**src/rtl/alu_decoder.sv**
```systemverilog
// ALU control decoder for the multicycle RV32I core.
// Turns the main-FSM operation class, the FSM phase and instruction fields
// into registered operand-source selects, an ALU function code and an
// illegal-encoding flag.
//
// Ports:
//   clk       rising-edge clock
//   reset     synchronous reset, active-high (overrides en)
//   en        update enable; outputs hold while low
//   ALU_op    operation class: 00 ADD, 01 branch compare, 10 funct-decoded, 11 PASSB
//   phase     main-FSM phase code (selects operand sources)
//   funct3    instruction bits [14:12]
//   funct7b5  instruction bit 30
//   funct7b0  instruction bit 25
//   opb5      instruction bit 5 (1 = R-type, 0 = I-type ALU)
//   ALU_srcA  A-operand select: 0 PC, 1 OLDPC, 2 RS1, 3 ZERO
//   ALU_srcB  B-operand select: 0 RS2, 1 IMM, 2 FOUR, 3 ZERO
//   ALU_ctr   ALU function code
//   illegal   unsupported encoding for the current ALU_op
//
// Build option: define ALU_DECODER_MEXT_EN to decode the M-extension
// multiplies (codes 12-15) on R-type encodings with funct7b0=1.
module alu_decoder (
    input  logic       clk,
    input  logic       reset,
    input  logic       en,
    input  logic [1:0] ALU_op,
    input  logic [2:0] phase,
    input  logic [2:0] funct3,
    input  logic       funct7b5,
    input  logic       funct7b0,
    input  logic       opb5,
    output logic [2:0] ALU_srcA,
    output logic [2:0] ALU_srcB,
    output logic [3:0] ALU_ctr,
    output logic       illegal
);

    localparam int unsigned SRC_W = 3;
    localparam int unsigned CTR_W = 4;

    // Operand source encodings
    localparam logic [SRC_W-1:0] SRCA_PC    = SRC_W'(0);
    localparam logic [SRC_W-1:0] SRCA_OLDPC = SRC_W'(1);
    localparam logic [SRC_W-1:0] SRCA_RS1   = SRC_W'(2);
    localparam logic [SRC_W-1:0] SRCA_ZERO  = SRC_W'(3);
    localparam logic [SRC_W-1:0] SRCB_RS2   = SRC_W'(0);
    localparam logic [SRC_W-1:0] SRCB_IMM   = SRC_W'(1);
    localparam logic [SRC_W-1:0] SRCB_FOUR  = SRC_W'(2);

    // ALU function codes
    localparam logic [CTR_W-1:0] CTR_ADD   = CTR_W'(0);
    localparam logic [CTR_W-1:0] CTR_SUB   = CTR_W'(1);
    localparam logic [CTR_W-1:0] CTR_SLL   = CTR_W'(2);
    localparam logic [CTR_W-1:0] CTR_SLT   = CTR_W'(3);
    localparam logic [CTR_W-1:0] CTR_SLTU  = CTR_W'(4);
    localparam logic [CTR_W-1:0] CTR_XOR   = CTR_W'(5);
    localparam logic [CTR_W-1:0] CTR_SRL   = CTR_W'(6);
    localparam logic [CTR_W-1:0] CTR_SRA   = CTR_W'(7);
    localparam logic [CTR_W-1:0] CTR_OR    = CTR_W'(8);
    localparam logic [CTR_W-1:0] CTR_AND   = CTR_W'(9);
    localparam logic [CTR_W-1:0] CTR_PASSB = CTR_W'(10);

    logic [SRC_W-1:0] srca_d, srca_q;
    logic [SRC_W-1:0] srcb_d, srcb_q;
    logic [CTR_W-1:0] ctr_d,  ctr_q;
    logic             ill_d,  ill_q;

    // Operand sources from the FSM phase
    always_comb begin
        srca_d = SRCA_PC;
        srcb_d = SRCB_FOUR;
        case (phase)
            3'd0:    begin srca_d = SRCA_PC;    srcb_d = SRCB_FOUR; end
            3'd1:    begin srca_d = SRCA_OLDPC; srcb_d = SRCB_IMM;  end
            3'd2:    begin srca_d = SRCA_RS1;   srcb_d = SRCB_RS2;  end
            3'd3:    begin srca_d = SRCA_RS1;   srcb_d = SRCB_IMM;  end
            3'd4:    begin srca_d = SRCA_RS1;   srcb_d = SRCB_RS2;  end
            3'd5:    begin srca_d = SRCA_OLDPC; srcb_d = SRCB_FOUR; end
            3'd6:    begin srca_d = SRCA_ZERO;  srcb_d = SRCB_IMM;  end
            default: begin srca_d = SRCA_OLDPC; srcb_d = SRCB_IMM;  end
        endcase
    end

    // Function code and illegal flag from the operation class and funct fields
    always_comb begin
        ctr_d = CTR_ADD;
        ill_d = 1'b0;
        case (ALU_op)
            2'b00: ctr_d = CTR_ADD;
            2'b01: begin
                case (funct3)
                    3'b000, 3'b001: ctr_d = CTR_SUB;
                    3'b100, 3'b101: ctr_d = CTR_SLT;
                    3'b110, 3'b111: ctr_d = CTR_SLTU;
                    default: begin
                        ctr_d = CTR_ADD;
                        ill_d = 1'b1;
                    end
                endcase
            end
            2'b10: begin
                case (funct3)
                    3'b000:  ctr_d = (opb5 && funct7b5) ? CTR_SUB : CTR_ADD;
                    3'b001:  ctr_d = CTR_SLL;
                    3'b010:  ctr_d = CTR_SLT;
                    3'b011:  ctr_d = CTR_SLTU;
                    3'b100:  ctr_d = CTR_XOR;
                    3'b101:  ctr_d = funct7b5 ? CTR_SRA : CTR_SRL;
                    3'b110:  ctr_d = CTR_OR;
                    default: ctr_d = CTR_AND;
                endcase
                // funct7b5 is only meaningful for ADD/SUB and SRL/SRA; on I-types
                // it is an immediate bit except for the SLLI shamt encoding.
                ill_d = funct7b5 && (funct3 != 3'b000) && (funct3 != 3'b101)
                        && (opb5 || (funct3 == 3'b001));
`ifdef ALU_DECODER_MEXT_EN
                if (opb5 && funct7b0) begin
                    if (funct3[2]) begin
                        // Divide encodings decode as ADD and flag illegal
                        ctr_d = CTR_ADD;
                        ill_d = 1'b1;
                    end else begin
                        // MUL/MULH/MULHSU/MULHU map onto codes 12..15
                        ctr_d = {2'b11, funct3[1:0]};
                        ill_d = funct7b5;
                    end
                end
`else
                if (opb5 && funct7b0) begin
                    ill_d = 1'b1;
                end
`endif
            end
            default: ctr_d = CTR_PASSB;
        endcase
    end

    // Output registers: reset wins over enable
    always_ff @(posedge clk) begin
        if (reset) begin
            srca_q <= SRCA_PC;
            srcb_q <= SRCB_FOUR;
            ctr_q  <= CTR_ADD;
            ill_q  <= 1'b0;
        end else if (en) begin
            srca_q <= srca_d;
            srcb_q <= srcb_d;
            ctr_q  <= ctr_d;
            ill_q  <= ill_d;
        end
    end

    assign ALU_srcA = srca_q;
    assign ALU_srcB = srcb_q;
    assign ALU_ctr  = ctr_q;
    assign illegal  = ill_q;

endmodule

```
**config.mk**
```make
export PLATFORM = sky130hd
export DESIGN_NAME = alu_decoder
export DESIGN_NICKNAME = d
export VERILOG_FILES = /design/src/rtl/alu_decoder.sv
export SDC_FILE = /design/constraint.sdc
export NUM_CORES = 1
export LEC_CHECK = 0
export ABC_AREA = 1
export CORE_MARGIN = 5
export CORE_UTILIZATION = 43
export CTS_CLUSTER_SIZE = 40
export DETAILED_ROUTE_END_ITERATION = 7
export PLACE_DENSITY = 0.82
export SETUP_SLACK_MARGIN = 0.5
export SLEW_MARGIN = 40
export SYNTH_ARGS = -nofsm -noshare
export SYNTH_HDL_FRONTEND = slang
export SYNTH_SLANG_ARGS = --single-unit
```
**constraint.sdc**
```tcl
create_clock -name clk -period 1.9 [get_ports clk]
set_input_delay 0.38 -clock clk [delete_from_list [all_inputs] [get_ports clk]]
set_output_delay 0.38 -clock clk [all_outputs]
set_load 0.05 [all_outputs]
```
==> flow_summary.ini, run 1 <==
[run_status]
status = finished, final reports clean

[critical_path]
crit_arrival_ps = 980
worst-path-buf-inv = 1
cp_num_cells = 1
endpoint_kind = primary output
max_stage_delay_ps = 370
slowest_stage = clkdlybuf4s15_2
crit_family = buffers and inverters
crit_chain = clkdlybuf4s15_2
worst-path-max-fanout = 2
r2r_cells = 2
cp.required_ps = 1520
cp-start-kind = flop
worstSetupPathType = reg -> out

[cts]
clkSlewWorstSetupHoldPaths_ps = 70
postCtsSetupBuffers = 0
post_cts_resized = 29
clock_latency_ps = 270
numCtsBuffers = 3
htree_levels = 1
cts_tree = yes
cts_num_sinks = 9
postCtsHoldBufs = 0
root_buffer = clkbuf_4
cts_buffer_depth = 2

[hold_path]
hold_path_class = reg -> reg
min_path_cells = 2

[sta]
period_minus_slack_ps = 1360
setup-tns-final_ps = 0
slew_violations = 0
worst_slack_ps = 536
fmax_mhz = 733
setup_viol = 0
period_share_pct = 71.8
grt_setup_unrepaired = false
hold_ws_ps = 465
hold_viol = 0
fin_skew_ps = 0

[layout]
seq_area_um2 = 180
final_core_util_pct = 67.9
fillers = 114
instances_no_fill = 126
layout-area-overhead-vs-synth_pct = 52.8
diodes = 0
multi_input_area_um2 = 344
fin_area_um2 = 862
drive_gt1_share_pct = 21.6
layout.nets = 129

[synth]
synth.avg_cell_area_um2 = 6.64
yosysSeqAreaShare_pct = 31.9
synth_top_area_share_pct = 31.9
syn_area_um2 = 564
synth.area.top_cells = dfxtp_1 32%, nand2_1 17%, inv_1 8.0%, ha_1 6.7%, nand3_1 5.3%
synth_edf_count = 0
synthCells = 85
async_flop_share_pct = 0
ys_ff_latch = 9
synth_ff_type = dfxtp_1
synth_cell_type_count = 22
yosys_warnings = 0
synth.largest_area_cell = dfxtp_1

[global_route]
grt_usage_pct = 16.5
grt_overflow = 0
grt_pass1_vias = 619
grt_pass1_wl_um = 2480
grt_max_degree = 8
antenna_found_initial = 0

[floorplanning]
die_x_um = 46.2
dieArea_um2 = 2140
die_height_um = 46.2
num_rows = 13
ios = 25
coreArea_um2 = 1270
start_util_pct = 44.5

[job]
cap_viol_max_count = 0

[pwr]
finalPower_mw = 0.522
peakVddDrop_mv = 0.441
p_per_area_nw_per_um2 = 605
p_leak_nw = 0.432

[route]
drc_errors = 0
dr_total_vias = 635
dr.pass1.iters = 2
wl_per_cell_um = 12.2
wl_um = 1530
vias_per_cell = 5.04
drt_iter0_markers = 10
ant_nets = 0

[placed_design]
dpl_cell_area_um2 = 800
io_buffers = 22
place_congestion = 0.724
hpwlAfterDp_um = 1190
pre_cts_slack_ps = 213
dp_cells = 122
## logic make-up (layout without fill, tap and decap cells)
group,count (synthesis),count (layout),share of synthesized area (%)
other cells,1,2,0.665
flops,9,9,31.9
buf+inv,16,41,12.0
fa+ha+maj,3,3,6.65
compound gates,17,17,18.6
simple gates,39,39,30.2
## per-layer routing
| metal | up-vias | wire length, um | GRT usage [%] |
|---|---|---|---|
| li1 | 325 | - | - |
| met1 | 298 | 619 | 18.1 |
| met2 | 10 | 847 | 29.1 |
| met3 | 2 | 54 | 5.86 |
| met4 | 0 | 13 | 5.11 |
| met5 | - | 0 | 0 |
## state kept, by name (all words and copies together), names as in the netlist
name      count
ALU_srcA      2
illegal       1
ALU_ctr       4
ALU_srcB      2
## synthesized netlist by cell type, types with 2 or more instances
cell type / n
o21ai_1: 2
buf_4: 2
ha_1: 3
inv_1: 12
nor2_1: 4
o21ai_0: 4
nand2_1: 25
a21oi_1: 4
nand3_1: 6
o221ai_1: 2
dfxtp_1: 9
inv_2: 2
## cells in the final DEF, fill, tap and decap left out
cell type,n
nand2_1,25
inv_1,11
dfxtp_1,9
clkdlybuf4s50_1,8
clkdlybuf4s15_2,7
nand3_1,6
o21ai_0,4
dlymetal6s2s_1,4
inv_2,3
a21oi_1,3
clkbuf_4,3
nor2_2,2
o21ai_1,2
nor2_1,2
a21oi_2,2
o221ai_1,2
conb_1,2
o211ai_1,1
a21o_1,1
nor2_4,1
o31ai_1,1
nand2_2,1
a31oi_1,1
nand3b_1,1
nand4_1,1
ha_4,1
ha_2,1
ha_1,1
clkbuf_1,1
dlygate4sd2_1,1
buf_2,1
clkdlybuf4s18_2,1
buf_4,1
## power breakdown
group	switching, mW	internal (mW)	total, mW
registers	0.00577	0.200	0.205
logic	0.104	0.0611	0.165
clock network	0.0698	0.0811	0.151
total	0.180	0.342	0.522
## worst paths after layout
check	from	end	slack, ps
setup reg to reg	ALU_srcB[0]$_SDFFE_PP0P_	ALU_srcB[0]$_SDFFE_PP0P_	1230
hold reg to reg	ALU_ctr[0]$_SDFFE_PP0P_	ALU_ctr[0]$_SDFFE_PP0P_	460
hold / removal	ALU_ctr[0]$_SDFFE_PP0P_	ALU_ctr[0]$_SDFFE_PP0P_	460
setup / recovery	ALU_ctr[1]$_SDFFE_PP0P_	ALU_ctr[1]	540
## area by class of cell
class,instances,area share (%)
multi-input combinational,61,39.9
timing repair buffer,23,27.9
sequential,9,20.9
inverter,14,6.10
clock buffer,4,3.05
tap,15,2.18
No activity file was read; power rests on OpenSTA's default activity.
==> run 2, diff against run 1 <==
CORE_UTILIZATION = 36   (was 43)
PLACE_DENSITY = 0.73   (was 0.82)
clock period = 1.15 ns   (was 1.9 ns; I/O delays follow)
==> flow_summary.ini, run 2 (synthesis results as in run 1) <==
[placed_design]
pre_cts_slack_ps = -496
io_buffers = 22
place_congestion = 0.760
hpwlAfterDp_um = 1430
dpl_cell_area_um2 = 1120

[sta]
period_share_pct = 86.7
fmax_mhz = 1000
grt_setup_unrepaired = true
slew_violations = 0
setup_viol = 0
hold_viol = 0
worst_slack_ps = 152
fin_skew_ps = 0
hold_ws_ps = 308
period_minus_slack_ps = 998

[critical_path]
worstSetupPathType = reg -> out
cp-start-kind = flop
r2r_end = ALU_srcB[0]$_SDFFE_PP0P_
r2r_slack_ps = 250
endpoint_kind = primary output
worst-path-max-fanout = 2
crit_chain = buf_12
slowest_stage = dfxtp_4
reg2reg_from = ALU_srcB[0]$_SDFFE_PP0P_
cp.required_ps = 920
max_stage_delay_ps = 360
worst-path-buf-inv = 1
crit_family = flip-flops
r2r_cells = 4
crit_arrival_ps = 770

[cts]
numCtsBuffers = 3
postCtsHoldBufs = 0
root_buffer = clkbuf_4
cts_num_sinks = 9
htree_levels = 1
cts_buffer_depth = 2
clkSlewWorstSetupHoldPaths_ps = 70
clock_latency_ps = 270
cts_tree = yes

[layout]
final_common_cell = nand2_1
drive_gt1_share_pct = 66.2
fin_area_um2 = 1290
layout_common_cells = 17 x nand2_1, 15 x buf_4, 9 x dfxtp_4, 9 x buf_6, 9 x buf_12
largest_reg_flops = 4
fillers = 71
layout-area-overhead-vs-synth_pct = 129
diodes = 0
multi_input_area_um2 = 472
layout.nets = 151
seq_area_um2 = 214

[global_route]
grt_busiest_layer = met2
grt_overflow = 0
grt_use_met1_pct = 18.4
antenna_found_initial = 0
grt_usage_pct = 18.5
use_met3_pct = 5.72
grtUsageMet2_pct = 35.6
grt_max_degree = 7
grt_pass1_wl_um = 3510
grt_pass1_vias = 789

[route]
wl_um = 2180
drc_errors = 0
dr_total_vias = 736
vias_per_cell = 4.94
ant_nets = 0
dr.pass1.iters = 6
wl_per_cell_um = 14.7
drt_iter0_markers = 8

[floorplanning]
dieArea_um2 = 2460
num_rows = 14
ios = 25
coreArea_um2 = 1490
start_util_pct = 37.9
die_x_um = 49.6
die_height_um = 49.6

[hold_path]
hold_path_class = in -> reg
min_path_cells = 4
min_to = ALU_srcA[1]$_SDFFE_PP0P_
hp-start = phase[0]

[run_status]
status = finished, final reports clean

[pwr]
p_per_area_nw_per_um2 = 805
peakVddDrop_mv = 0.710
p_leak_nw = 0.593

[job]
cap_viol_max_count = 0
==> run 2: cell count changes in the layout (fill, tap and decap cells not counted), moves of 9 or more <==
cell and delta:
buf_4 +14, buf_12 +9, buf_6 +9, dfxtp_1 -9, dfxtp_4 +9
==> run 2: cell type report <==
type / count / share of cell area (%)
timing repair buffer: 45 / 37.0
inverter: 14 / 6.38
tap: 16 / 1.55
sequential: 9 / 16.5
multi-input combinational: 61 / 36.5
clock buffer: 4 / 2.03
==> run 2: worst max-delay path by stage <==
| stage | start | cells after the start | end |
|---|---|---|---|
| after floorplan | ALU_op[0] | 6 | ALU_ctr[2]$_SDFFE_PP0P_ |
| after global placement | ALU_op[0] | 8 | ALU_ctr[2]$_SDFFE_PP0P_ |
| after detailed placement | ALU_op[0] | 8 | ALU_ctr[2]$_SDFFE_PP0P_ |
| after CTS | ALU_ctr[0]$_SDFFE_PP0P_ | 1 | ALU_ctr[0] |
| after global routing | ALU_ctr[0]$_SDFFE_PP0P_ | 1 | ALU_ctr[0] |
| final | ALU_ctr[0]$_SDFFE_PP0P_ | 1 | ALU_ctr[0] |
==> run 2: power breakdown <==
part | switching [mW] | total, mW | leakage [nW] | internal (mW)
logic | 0.236 | 0.454 | 0.498 | 0.217
registers | 0.0200 | 0.342 | 0.0798 | 0.322
clock network | 0.112 | 0.246 | 0.0150 | 0.134
total | 0.369 | 1.04 | 0.593 | 0.674
==> run 2: timing repair <==
| item | CTS | global route |
|---|---|---|
| buffers inserted | 8 | 1 |
| setup endpoints to repair | 18 | 18 |
| resized for setup | 61 | 13 |
| pin swaps | 26 | 12 |
==> run 2: through the flow <==
stage	power, mW	cells	TNS (ps)	util [%]
global placement	0.725	136	-2130	75.5
detailed placement	0.733	136	-2400	75.5
finish	1.04	149	0	86.9
CTS	1.02	148	0	84.6
global route	1.10	149	0	86.9
floorplan	0.524	86	0	-
==> run 2: routing by layer <==
layer | vias up | wire length, um
li1 | 367 | -
met3 | 8 | 129
met5 | - | 0
met4 | 0 | 57
met2 | 24 | 1250
met1 | 337 | 747
==> RTL change: new RTL, flow settings as in run 2 <==
Add an input register stage for `en`, `ALU_op` and `phase`, with the module's reset; this delays them by one clock. The other inputs are not delayed to match.
--- a/src/rtl/alu_decoder.sv
+++ b/src/rtl/alu_decoder.sv
@@ -62,4 +62,20 @@
     localparam logic [CTR_W-1:0] CTR_PASSB = CTR_W'(10);
 
+    logic en_q;
+    logic [1:0] ALU_op_q;
+    logic [2:0] phase_q;
+
+    always_ff @(posedge clk) begin
+        if (reset) begin
+            en_q     <= '0;
+            ALU_op_q <= '0;
+            phase_q  <= '0;
+        end else begin
+            en_q     <= en;
+            ALU_op_q <= ALU_op;
+            phase_q  <= phase;
+        end
+    end
+
     logic [SRC_W-1:0] srca_d, srca_q;
     logic [SRC_W-1:0] srcb_d, srcb_q;
@@ -71,5 +87,5 @@
         srca_d = SRCA_PC;
         srcb_d = SRCB_FOUR;
-        case (phase)
+        case (phase_q)
             3'd0:    begin srca_d = SRCA_PC;    srcb_d = SRCB_FOUR; end
             3'd1:    begin srca_d = SRCA_OLDPC; srcb_d = SRCB_IMM;  end
@@ -87,5 +103,5 @@
         ctr_d = CTR_ADD;
         ill_d = 1'b0;
-        case (ALU_op)
+        case (ALU_op_q)
             2'b00: ctr_d = CTR_ADD;
             2'b01: begin
@@ -144,5 +160,5 @@
             ctr_q  <= CTR_ADD;
             ill_q  <= 1'b0;
-        end else if (en) begin
+        end else if (en_q) begin
             srca_q <= srca_d;
             srcb_q <= srcb_d;
Check against the original RTL: not equivalent (a bounded check fails within 4 cycles, from zero or initial values and one cycle with reset high).
==> RTL change against run 2 <==
Sequential power is 67% higher. Via count increased by 9.5%. Die area increased by 23%. Global-route usage decreased by 3.9 points. Total power rose by 15%. Cell count increased by 15%. Setup slack worse by 19 ps. Synthesized cell count is 27% higher. First-iteration DRC count increased by 75%. Cell area increased by 2.6%. Clock power rose by 19%. Wire length decreased by 8.1%. Sequential cell count grew 6. Synthesized area grew 29%.
==> RTL change: results (changes against run 2) <==
{| class="wikitable"
! Metric !! Value
|-
| Destination of the worst register-to-register timing path || ALU_ctr[0]$_SDFFE_PP0P_ (was ALU_srcB[0]$_SDFFE_PP0P_)
|-
| Routed length per placed instance || 11.7 µm (was 14.7 µm)
|-
| Vias per Instance || 4.69 (was 4.94)
|-
| Register-to-register setup slack || 150 ps (was 250 ps)
|-
| Source of the worst register-to-register timing path || ALU_op_q[1]$_SDFF_PP0_ (was ALU_srcB[0]$_SDFFE_PP0P_)
|-
| Via count of the first global-routing pass || 732 (was 789)
|-
| Static Leak || 0.596 nW (was 0.593 nW)
|-
| Share of total power consumed by net switching || 30.6% (was 35.4%)
|-
| HPWL reported at the end of detailed placement || 1480 µm (was 1430 µm)
|-
| Power attributed to combinational cells || 0.340 mW (was 0.454 mW)
|-
| Routability-driven placement congestion ratio || 0.807 (was 0.760)
|-
| Cells taking the most area after synthesis || dfxtp_1 (41%), nand2_1 (13%), inv_1 (9.2%) (was dfxtp_1 (32%), nand2_1 (17%), inv_1 (8.0%))
|-
| Place WS || -366 ps (was -496 ps)
|-
| Syn Inst Count || 108 (was 85)
|-
| Met2 GRT Util || 27.0% (was 35.6%)
|-
| GRT met1 Usage || 15.5% (was 18.4%)
|-
| Sequential Power Share || 47.4% (was 32.9%)
|-
| Final net count || 163 (was 151)
|-
| Share of the yosys chip area belonging to registers || 41.1% (was 31.9%)
|-
| Instance count along the most critical hold path || 5 (was 4)
|-
| Power density of the placed cells || 906 nW/µm² (was 805 nW/µm²)
|-
| Outcome || finished, final reports clean (unchanged)
|-
| Final non-filler cell total || 172 (was 149)
|-
| List of most frequent post-synthesis cells || nand2_1 (26), inv_1 (18), dfxtp_1 (15), nor2_1 (15) (was nand2_1 (25), inv_1 (12), dfxtp_1 (9))
|-
| Critical hold path startpoint || funct3[1] (was phase[0])
|-
| Met3 capacity usage during global routing || 5.09% (was 5.72%)
|-
| Total length of routed met2 wires || 1140 µm (was 1250 µm)
|-
| Worst hold slack after final layout || 380 ps (was 308 ps)
|-
| Worst Hold End || ALU_ctr[1]$_SDFFE_PP0P_ (was ALU_srcA[1]$_SDFFE_PP0P_)
|-
| Met3 wire length || 119 µm (was 129 µm)
|-
| Iteration-0 DRC Markers || 14 (was 8)
|-
| Number of unique standard cell types used by synthesis || 18 (was 22)
|-
| Wire length of the first global-routing pass || 3110 µm (was 3510 µm)
|}
-- RTL change: layout make-up --
cell class | count | area, µm²
Tap cell | 27 | 33.8
Fill cell | 164 | 614
Clock buffer | 4 | 26.3
Inverter | 20 | 85.1
Timing Repair Buffer | 35 | 399
Sequential cell | 15 | 349
Multi-Input combinational cell | 71 | 434
-- RTL change: what timing repair did --
item	in CTS	in global routing
setup buffers	3	2
gates cloned	1	0
gates resized for setup	12	19
pin swaps	6	5
endpoints found under the setup margin	24	18
-- RTL change: per-stage QoR --
stage	cell area (µm²)	TNS, ps
finish	1330	0
global route	1330	0
CTS	1270	0
detailed placement	1190	-1350
global placement	1190	-1270
floorplan	818	0
-- RTL change: logic make-up (layout without fill, tap and decap cells) --
group	Yosys count	count (layout)	share of synthesized area, %
other	1	2	0.513
flip-flops	15	15	41.1
buffers and inverters	23	59	12.8
adder cells (fa/ha/maj)	3	3	5.14
AND/OR/NAND/NOR	48	48	26.0
AO/OA/AOI/OAI	18	18	14.4
-- RTL change: how the worst max path moves through the flow --
stage | startpoint | endpoint | slack, ps | depth (start not counted)
2_1_floorplan | ALU_op_q[1]$_SDFF_PP0_ | ALU_ctr[2]$_SDFFE_PP0P_ | 240 | 6
3_3_place_gp | funct3[0] | ALU_ctr[0]$_SDFFE_PP0P_ | -340 | 10
3_5_place_dp | funct3[0] | ALU_ctr[0]$_SDFFE_PP0P_ | -370 | 10
4_1_cts | ALU_srcA[0]$_SDFFE_PP0P_ | ALU_srcA[0] | 120 | 1
5_1_grt | ALU_op_q[0]$_SDFF_PP0_ | ALU_ctr[2]$_SDFFE_PP0P_ | 70 | 6
6_report | ALU_srcB[0]$_SDFFE_PP0P_ | ALU_srcB[0] | 130 | 1
